===== config.mk =====
export PLATFORM = sky130hd
export DESIGN_NAME = decode_stage
export DESIGN_NICKNAME = d
export VERILOG_FILES = /design/src/rtl/decode_stage.sv
export SDC_FILE = /design/constraint.sdc
export NUM_CORES = 1
export LEC_CHECK = 0
export CORE_UTILIZATION = 40
export CTS_CLUSTER_DIAMETER = 60
export DETAILED_ROUTE_END_ITERATION = 7
export PLACE_DENSITY = 0.73
export REMOVE_ABC_BUFFERS = 1
export SLEW_MARGIN = 0
export SYNTH_ARGS = -nofsm -noshare
export SYNTH_HDL_FRONTEND = slang
export SYNTH_SLANG_ARGS = --single-unit

===== constraint.sdc =====
create_clock -name clk -period 4.45 [get_ports clk]
set_input_delay 0.89 -clock clk [delete_from_list [all_inputs] [get_ports clk]]
set_output_delay 0.89 -clock clk [all_outputs]
set_load 0.05 [all_outputs]

===== src/rtl/decode_stage.sv =====
// RV32I decode stage: one-entry elastic buffer that registers a fully decoded
// control word, immediate and register fields for the execute stage.
module decode_stage (
  input  logic        clk,
  input  logic        rst_n,
  input  logic        in_valid,
  output logic        in_ready,
  input  logic [31:0] instr,
  input  logic [31:0] pc_in,
  input  logic        flush,
  output logic        out_valid,
  input  logic        out_ready,
  output logic [21:0] ctrl,
  output logic [31:0] pc_out,
  output logic [31:0] imm,
  output logic [4:0]  rs1,
  output logic [4:0]  rs2,
  output logic [4:0]  rd,
  output logic [2:0]  funct3,
  output logic        illegal
);

  localparam logic [6:0] OP_LUI   = 7'b0110111;
  localparam logic [6:0] OP_AUIPC = 7'b0010111;
  localparam logic [6:0] OP_JAL   = 7'b1101111;
  localparam logic [6:0] OP_JALR  = 7'b1100111;
  localparam logic [6:0] OP_BR    = 7'b1100011;
  localparam logic [6:0] OP_LOAD  = 7'b0000011;
  localparam logic [6:0] OP_STORE = 7'b0100011;
  localparam logic [6:0] OP_IMM   = 7'b0010011;
  localparam logic [6:0] OP_REG   = 7'b0110011;
  localparam logic [6:0] OP_CSR   = 7'b1110011;

  localparam logic [2:0] ALU_ADD = 3'b000;
  localparam logic [2:0] ALU_SLL = 3'b001;
  localparam logic [2:0] ALU_SRA = 3'b010;
  localparam logic [2:0] ALU_SUB = 3'b011;
  localparam logic [2:0] ALU_XOR = 3'b100;
  localparam logic [2:0] ALU_SRL = 3'b101;
  localparam logic [2:0] ALU_OR  = 3'b110;
  localparam logic [2:0] ALU_AND = 3'b111;

  localparam logic [2:0] CMP_BLT  = 3'b100;
  localparam logic [2:0] CMP_BLTU = 3'b110;

  logic [31:0] i_imm, s_imm, b_imm, u_imm, j_imm;
  logic [2:0]  f3;
  logic        load_entry;

  assign f3    = instr[14:12];
  assign i_imm = {{21{instr[31]}}, instr[30:20]};
  assign s_imm = {{21{instr[31]}}, instr[30:25], instr[11:7]};
  assign b_imm = {{20{instr[31]}}, instr[7], instr[30:25], instr[11:8], 1'b0};
  assign u_imm = {instr[31:12], 12'b0};
  assign j_imm = {{12{instr[31]}}, instr[19:12], instr[20], instr[30:21], 1'b0};

  assign in_ready   = !out_valid || out_ready;
  assign load_entry = in_valid && in_ready && !flush;

  logic [2:0]  aluop_d, cmpop_d, alumux2_d;
  logic        load_regfile_d, dmem_read_d, dmem_write_d;
  logic        wbmux_d, cmpmux_d, alumux1_d, illegal_d;
  logic [31:0] imm_d;
  logic [21:0] ctrl_d;

  // Opcodes only override the fields they need; everything else keeps its default.
  always_comb begin
    aluop_d        = ALU_ADD;
    cmpop_d        = 3'b000;
    alumux2_d      = 3'd0;
    load_regfile_d = 1'b0;
    dmem_read_d    = 1'b0;
    dmem_write_d   = 1'b0;
    wbmux_d        = 1'b0;
    cmpmux_d       = 1'b0;
    alumux1_d      = 1'b0;
    illegal_d      = 1'b0;
    imm_d          = i_imm;
    case (instr[6:0])
      OP_LUI: begin
        load_regfile_d = 1'b1;
        alumux2_d      = 3'd1;
        imm_d          = u_imm;
      end
      OP_AUIPC: begin
        load_regfile_d = 1'b1;
        alumux1_d      = 1'b1;
        alumux2_d      = 3'd1;
        imm_d          = u_imm;
      end
      OP_JAL: begin
        load_regfile_d = 1'b1;
        alumux1_d      = 1'b1;
        alumux2_d      = 3'd4;
        imm_d          = j_imm;
      end
      OP_JALR: load_regfile_d = 1'b1;
      OP_BR: begin
        cmpop_d   = f3;
        alumux1_d = 1'b1;
        alumux2_d = 3'd2;
        imm_d     = b_imm;
        illegal_d = (f3 == 3'b010) || (f3 == 3'b011);
      end
      OP_LOAD: begin
        dmem_read_d    = 1'b1;
        wbmux_d        = 1'b1;
        load_regfile_d = 1'b1;
        illegal_d      = (f3 == 3'b011) || (f3 == 3'b110) || (f3 == 3'b111);
      end
      OP_STORE: begin
        dmem_write_d = 1'b1;
        alumux2_d    = 3'd3;
        imm_d        = s_imm;
        illegal_d    = (f3 >= 3'b011);
      end
      OP_IMM, OP_REG: begin
        load_regfile_d = 1'b1;
        alumux2_d      = (instr[6:0] == OP_REG) ? 3'd5 : 3'd0;
        case (f3)
          3'b000: aluop_d = ((instr[6:0] == OP_REG) && instr[30]) ? ALU_SUB : ALU_ADD;
          3'b001: aluop_d = ALU_SLL;
          3'b010: begin
            cmpop_d  = CMP_BLT;
            cmpmux_d = (instr[6:0] == OP_IMM);
          end
          3'b011: begin
            cmpop_d  = CMP_BLTU;
            cmpmux_d = (instr[6:0] == OP_IMM);
          end
          3'b100: aluop_d = ALU_XOR;
          3'b101: aluop_d = instr[30] ? ALU_SRA : ALU_SRL;
          3'b110: aluop_d = ALU_OR;
          default: aluop_d = ALU_AND;
        endcase
      end
      OP_CSR:  illegal_d = 1'b1;
      default: illegal_d = 1'b1;
    endcase
    // An undecodable instruction must never write architectural or memory state.
    if (illegal_d) begin
      load_regfile_d = 1'b0;
      dmem_read_d    = 1'b0;
      dmem_write_d   = 1'b0;
    end
    ctrl_d = {instr[6:0], aluop_d, cmpop_d, load_regfile_d, dmem_read_d,
              dmem_write_d, wbmux_d, cmpmux_d, alumux1_d, alumux2_d};
  end

  // Flush wins over everything; a simultaneous consume and accept keeps the entry valid.
  always_ff @(posedge clk or negedge rst_n) begin
    if (!rst_n) begin
      out_valid <= 1'b0;
      ctrl      <= '0;
      pc_out    <= '0;
      imm       <= '0;
      rs1       <= '0;
      rs2       <= '0;
      rd        <= '0;
      funct3    <= '0;
      illegal   <= 1'b0;
    end else begin
      if (flush)           out_valid <= 1'b0;
      else if (load_entry) out_valid <= 1'b1;
      else if (out_ready)  out_valid <= 1'b0;
      if (load_entry) begin
        ctrl    <= ctrl_d;
        pc_out  <= pc_in;
        imm     <= imm_d;
        rs1     <= instr[19:15];
        rs2     <= instr[24:20];
        rd      <= instr[11:7];
        funct3  <= f3;
        illegal <= illegal_d;
      end
    end
  end

endmodule

# Yosys cells after proc, flatten, opt, wreduce, memory -nomap -nowiden
# Index checks and enable logic that the tools add are counted.
# W data, S select, Z words.
# op_classes
magnitude_cmp	1
n_eq_ne	16
n_mux	22
n_reduce_logical	17
# op_table
op	count
$pmux W31 S4	1
$eq A7 B6 Y1 const B	3
$eq A7 B7 Y1 const B	3
$pmux W3 S6	1
$pmux W3 S5	1
$eq A7 B5 Y1 const B	2
$eq A3 B3 Y1 const B	4
$mux W1	12
$pmux W3 S2	2
$mux W3	3
$eq A7 B2 Y1 const B	1
$reduce_or A7 Y1	1
$eq A3 B2 Y1 const B	2
$reduce_or A2 Y1	3
$reduce_or A6 Y1	1
$logic_or A1 B1 Y1	4
$pmux W1 S4	1
$eq A3 B1 Y1 const B	1
$ge A3 B2 Y1 const B	1
$logic_and A1 B1 Y1	3
$logic_not A3 Y1	1
$reduce_bool A3 Y1	1
$reduce_or A3 Y1	1
$logic_not A1 Y1	2
$mux W2	1
# totals
register_bits	106
out_inout_bits	107

# Depth between registers and ports, before layout
# logic_depth
depth_word	6
depth_mapped	7
mapped_depth_nobuf	5

# Worst setup path before layout
# No wires, ideal clock.
# synth_path
path_kind	input to output
startpoint	input out_ready
endpoint	output in_ready
t_arrival_ns	1.275
setup_slack_ns	2.285
cell_stages	2
n_path_buf	0
cell_sequence	nor2b_1 inv_2
# synth_between
elab_chain_cells	1
# synth_rtl
element	line_no	source
start, declared	12	input logic out_ready,
$logic_or A1 B1 Y1	57	assign in_ready = !out_valid || out_ready;
end, declared	7	output logic in_ready,
# No other way between the ends.

# Final worst setup path
# Same ends and word-level chain as after synthesis.

==> reports/qor.yml <==
min_period_ns: 3.30
fin_tns_setup_ns: 0
io_pins: 176
max_freq_mhz: 303
async_flop_share_pct: 100
cpPeakStageDelay_ns: 0.71
port_buffers: 175
ff2ff_setup_slack_ns: 2.47
area_growth_syn_to_layout_pct: 45.5
layout-drive-gt1-share_pct: 5.18
nets: 721
setup_violations: 0
dr.pass1.iters: 4
via_per_inst: 5.12
cts_inserted_buffers: 9
synth_top_area_share_pct: 58.8
vias: 4084
finalNonFillerCells: 797
die_y_um: 108
synth_top_area_cell: "dfrtp_1"
h-tree-depth: 3
crit_required_ns: 3.56
worst_slew_pin_slew_ns: 0.959
run_status: "finished, final reports clean"
met2WireLength_mm: 5.97
ys_seq_area_share_pct: 58.8
worstReg2RegStart: "out_valid$_DFFE_PN0P_"
wl_met1_mm: 5.35
n_antenna_cell: 0
wl_per_cell_um: 15.5
coreArea_sq_um: 10900
synth_xor_xnor_area_share_pct: 0
cts_resized: 0
ys_warn_count: 0
whs_path_depth: 2
place_congestion: 0.792
cts_tree: "yes"
dieWidth_um: 108
cp_slowest_cell: "clkdlybuf4s50_1"
postLayoutCoreUtil_pct: 60.3
synth_area_sq_um: 4510
grt_pass1_vias: 3889
synth_ff_type: "dfrtp_1"
cts.reportedPaths.clkPinSlew_ns: 0.10
grt_pass1_wl_mm: 19.3
rows: 38
hold_class: "reg -> reg"
routed-wl-met3_um: 926
syn_inst: 490
finalWirelength_mm: 12.3
top_layer: "met4"
cts_sinks: 106
grt_usage_pct: 21.3
ys_ff_latch: 106
dp_cells: 781
critPathLaunchType: "input pin"
criticalPathCategory: "in -> out"
synthSimpleGateAreaFrac_pct: 27.0
maxSlewHeadroom_pct: 36.0
antenna_found_initial: 0
reg2reg_depth: 6
maxCapViolCount: 0
yosys-top-cells-area: "dfrtp_1 (59%), nand2_1 (17%), a21oi_1 (2.3%)"
grt_max_degree: 66
crit_top_cell: "clkdlybuf4s50_1"
fin_crit_sh_pct: 74.2
synthAdderAreaFrac_pct: 0
fin_skew_ns: 0.00544
synth_compound_gate_area_share_pct: 10.5
hpwl_mm: 8.66
hold_start: "imm[9]$_DFFE_PN0P_"
muxShareOfSynthArea_pct: 0.444
clk_latency_ns: 0.38
peakVddDrop_v: 0.000261
crit_chain: "clkdlybuf4s50_1 -> nor2b_1 -> inv_2 -> clkdlybuf4s50_1"
worst_setup_path_end_kind: "primary output"
initial_core_util_pct: 41.4
postCtsSetupRepairBufs: 0
ant_nets: 0
ctsHoldBuffers: 0
gr-total-overflow: 0
maxSlewViolCount: 0
syn_area_per_cell_sq_um: 9.20
rsz0062_at_grt: "false"
power_leakage_uw: 0.00306
synth_edf_count: 0
hold_violations: 0
crit_fanout: 3
synth_top_family_by_area: "simple AND/OR/NAND/NOR gates"
synth_cell_types: 43
cts_root_buf: "clkbuf_8"
dieArea_sq_um: 11700
r2r-end: "pc_out[4]$_DFFE_PN0P_"
drt-initial-drc-count: 184
clk_path_buf_depth: 2
crit_arrival_ns: 2.41
hold-path-endpoint: "imm[9]$_DFFE_PN0P_"
route.detailed.drc: 0
power_density_nw_per_um2: 419
## area by class of cell
cell class | instances | area, sq um
flip-flops and latches | 106 | 2650
inverters | 2 | 7.51
clock buffers | 9 | 124
well taps | 140 | 175
multi-input cells | 351 | 1720
clock inverters | 7 | 76.3
repair buffers | 182 | 1800
fillers | 987 | 4330
## Yosys cell counts (2+ instances only)
library cell  instances
a31oi_1               4
a22o_1                3
dfrtp_1             106
nand2_1             210
nand3b_1              4
nor3_1                2
nand3_1              15
a32oi_1               2
buf_2                20
a211o_1               6
o21ai_1              21
and3_1                8
and3b_1               2
clkbuf_1              8
a21o_1                2
nor2_1               16
nand4b_1              4
nor4_2                2
a21oi_1              21
o41ai_1               2
and2_1                2
mux2i_1               2
a221o_1               2
o31ai_1               3
buf_1                 3
nor2b_1               3
## power breakdown
part / switching (uW) / leakage, uW / internal (uW)
Clock: 339 / 0.0000962 / 264
Sequential: 67.9 / 0.00132 / 1090
Combinational: 662 / 0.00164 / 331
Total: 1070 / 0.00306 / 1680
## per-layer routing
layer | global-route usage [%] | vias to the layer above
met5 | 0 | -
li1 | - | 1945
met3 | 4.82 | 7
met4 | 7.93 | 0
met1 | 27.1 | 1987
met2 | 35.5 | 145
## logic make-up (layout without fill, tap and decap cells)
family	Yosys count	after routing
compound gates	73	73
flops	106	106
simple gates	276	276
mux	2	2
buf+inv	33	200
## worst max path at each step
stage                    from                  end  slack [ns]  cells after the start
floorplan           out_ready  imm[11]$_DFFE_PN0P_        0.61                      4
global placement    out_ready             in_ready        1.17                      4
detailed placement  out_ready             in_ready        1.15                      4
CTS                 out_ready             in_ready        1.14                      4
global route        out_ready             in_ready        1.12                      4
finish              out_ready             in_ready        1.15                      4
## registers in the layout, summed over array words and instances (netlist names)
name / cells
imm: 32
ctrl: 22
illegal: 1
out_valid: 1
rs1: 5
pc_out: 32
rd: 5
funct3: 3
rs2: 5
## critical path: cells and delay by family
kind                   cells  cell delay, ns
buffers and inverters      3            1.21
AND/OR/NAND/NOR            1            0.31
## cell usage in the layout, fill, tap and decap left out, types with 2 or more instances in the layout
master and instances:
a221o_1 2, o41ai_1 2, nand2_1 210, and3b_1 2, clkbuf_8 9, nor4_2 2
mux2i_1 2, nor2b_1 3, and3_1 8, a21oi_1 21, clkdlybuf4s50_1 174, inv_6 2
nand3_1 15, nor3_1 2, a22o_1 3, o21ai_1 21, clkinvlp_4 2, o31ai_1 3
a211o_1 6, dfrtp_1 106, nor2_1 16, and2_1 2, nand4b_1 4, nand3b_4 2
nand3b_1 4, a21o_1 2, a31oi_1 4, a32oi_1 2, buf_4 8
## per-stage QoR
stage               total power, uW  setup WS, ns  hold slack [ns]  cell area (sq um)
floorplan                      1760         0.614            0.594               4370
global placement               2150          1.17            0.452               6360
detailed placement             2170          1.15            0.456               6360
CTS                            2770          1.14            0.479               6560
global route                   2870          1.12            0.503               6560
finish                         2750          1.15            0.478               6560
Power figures use the tool's default switching activity.
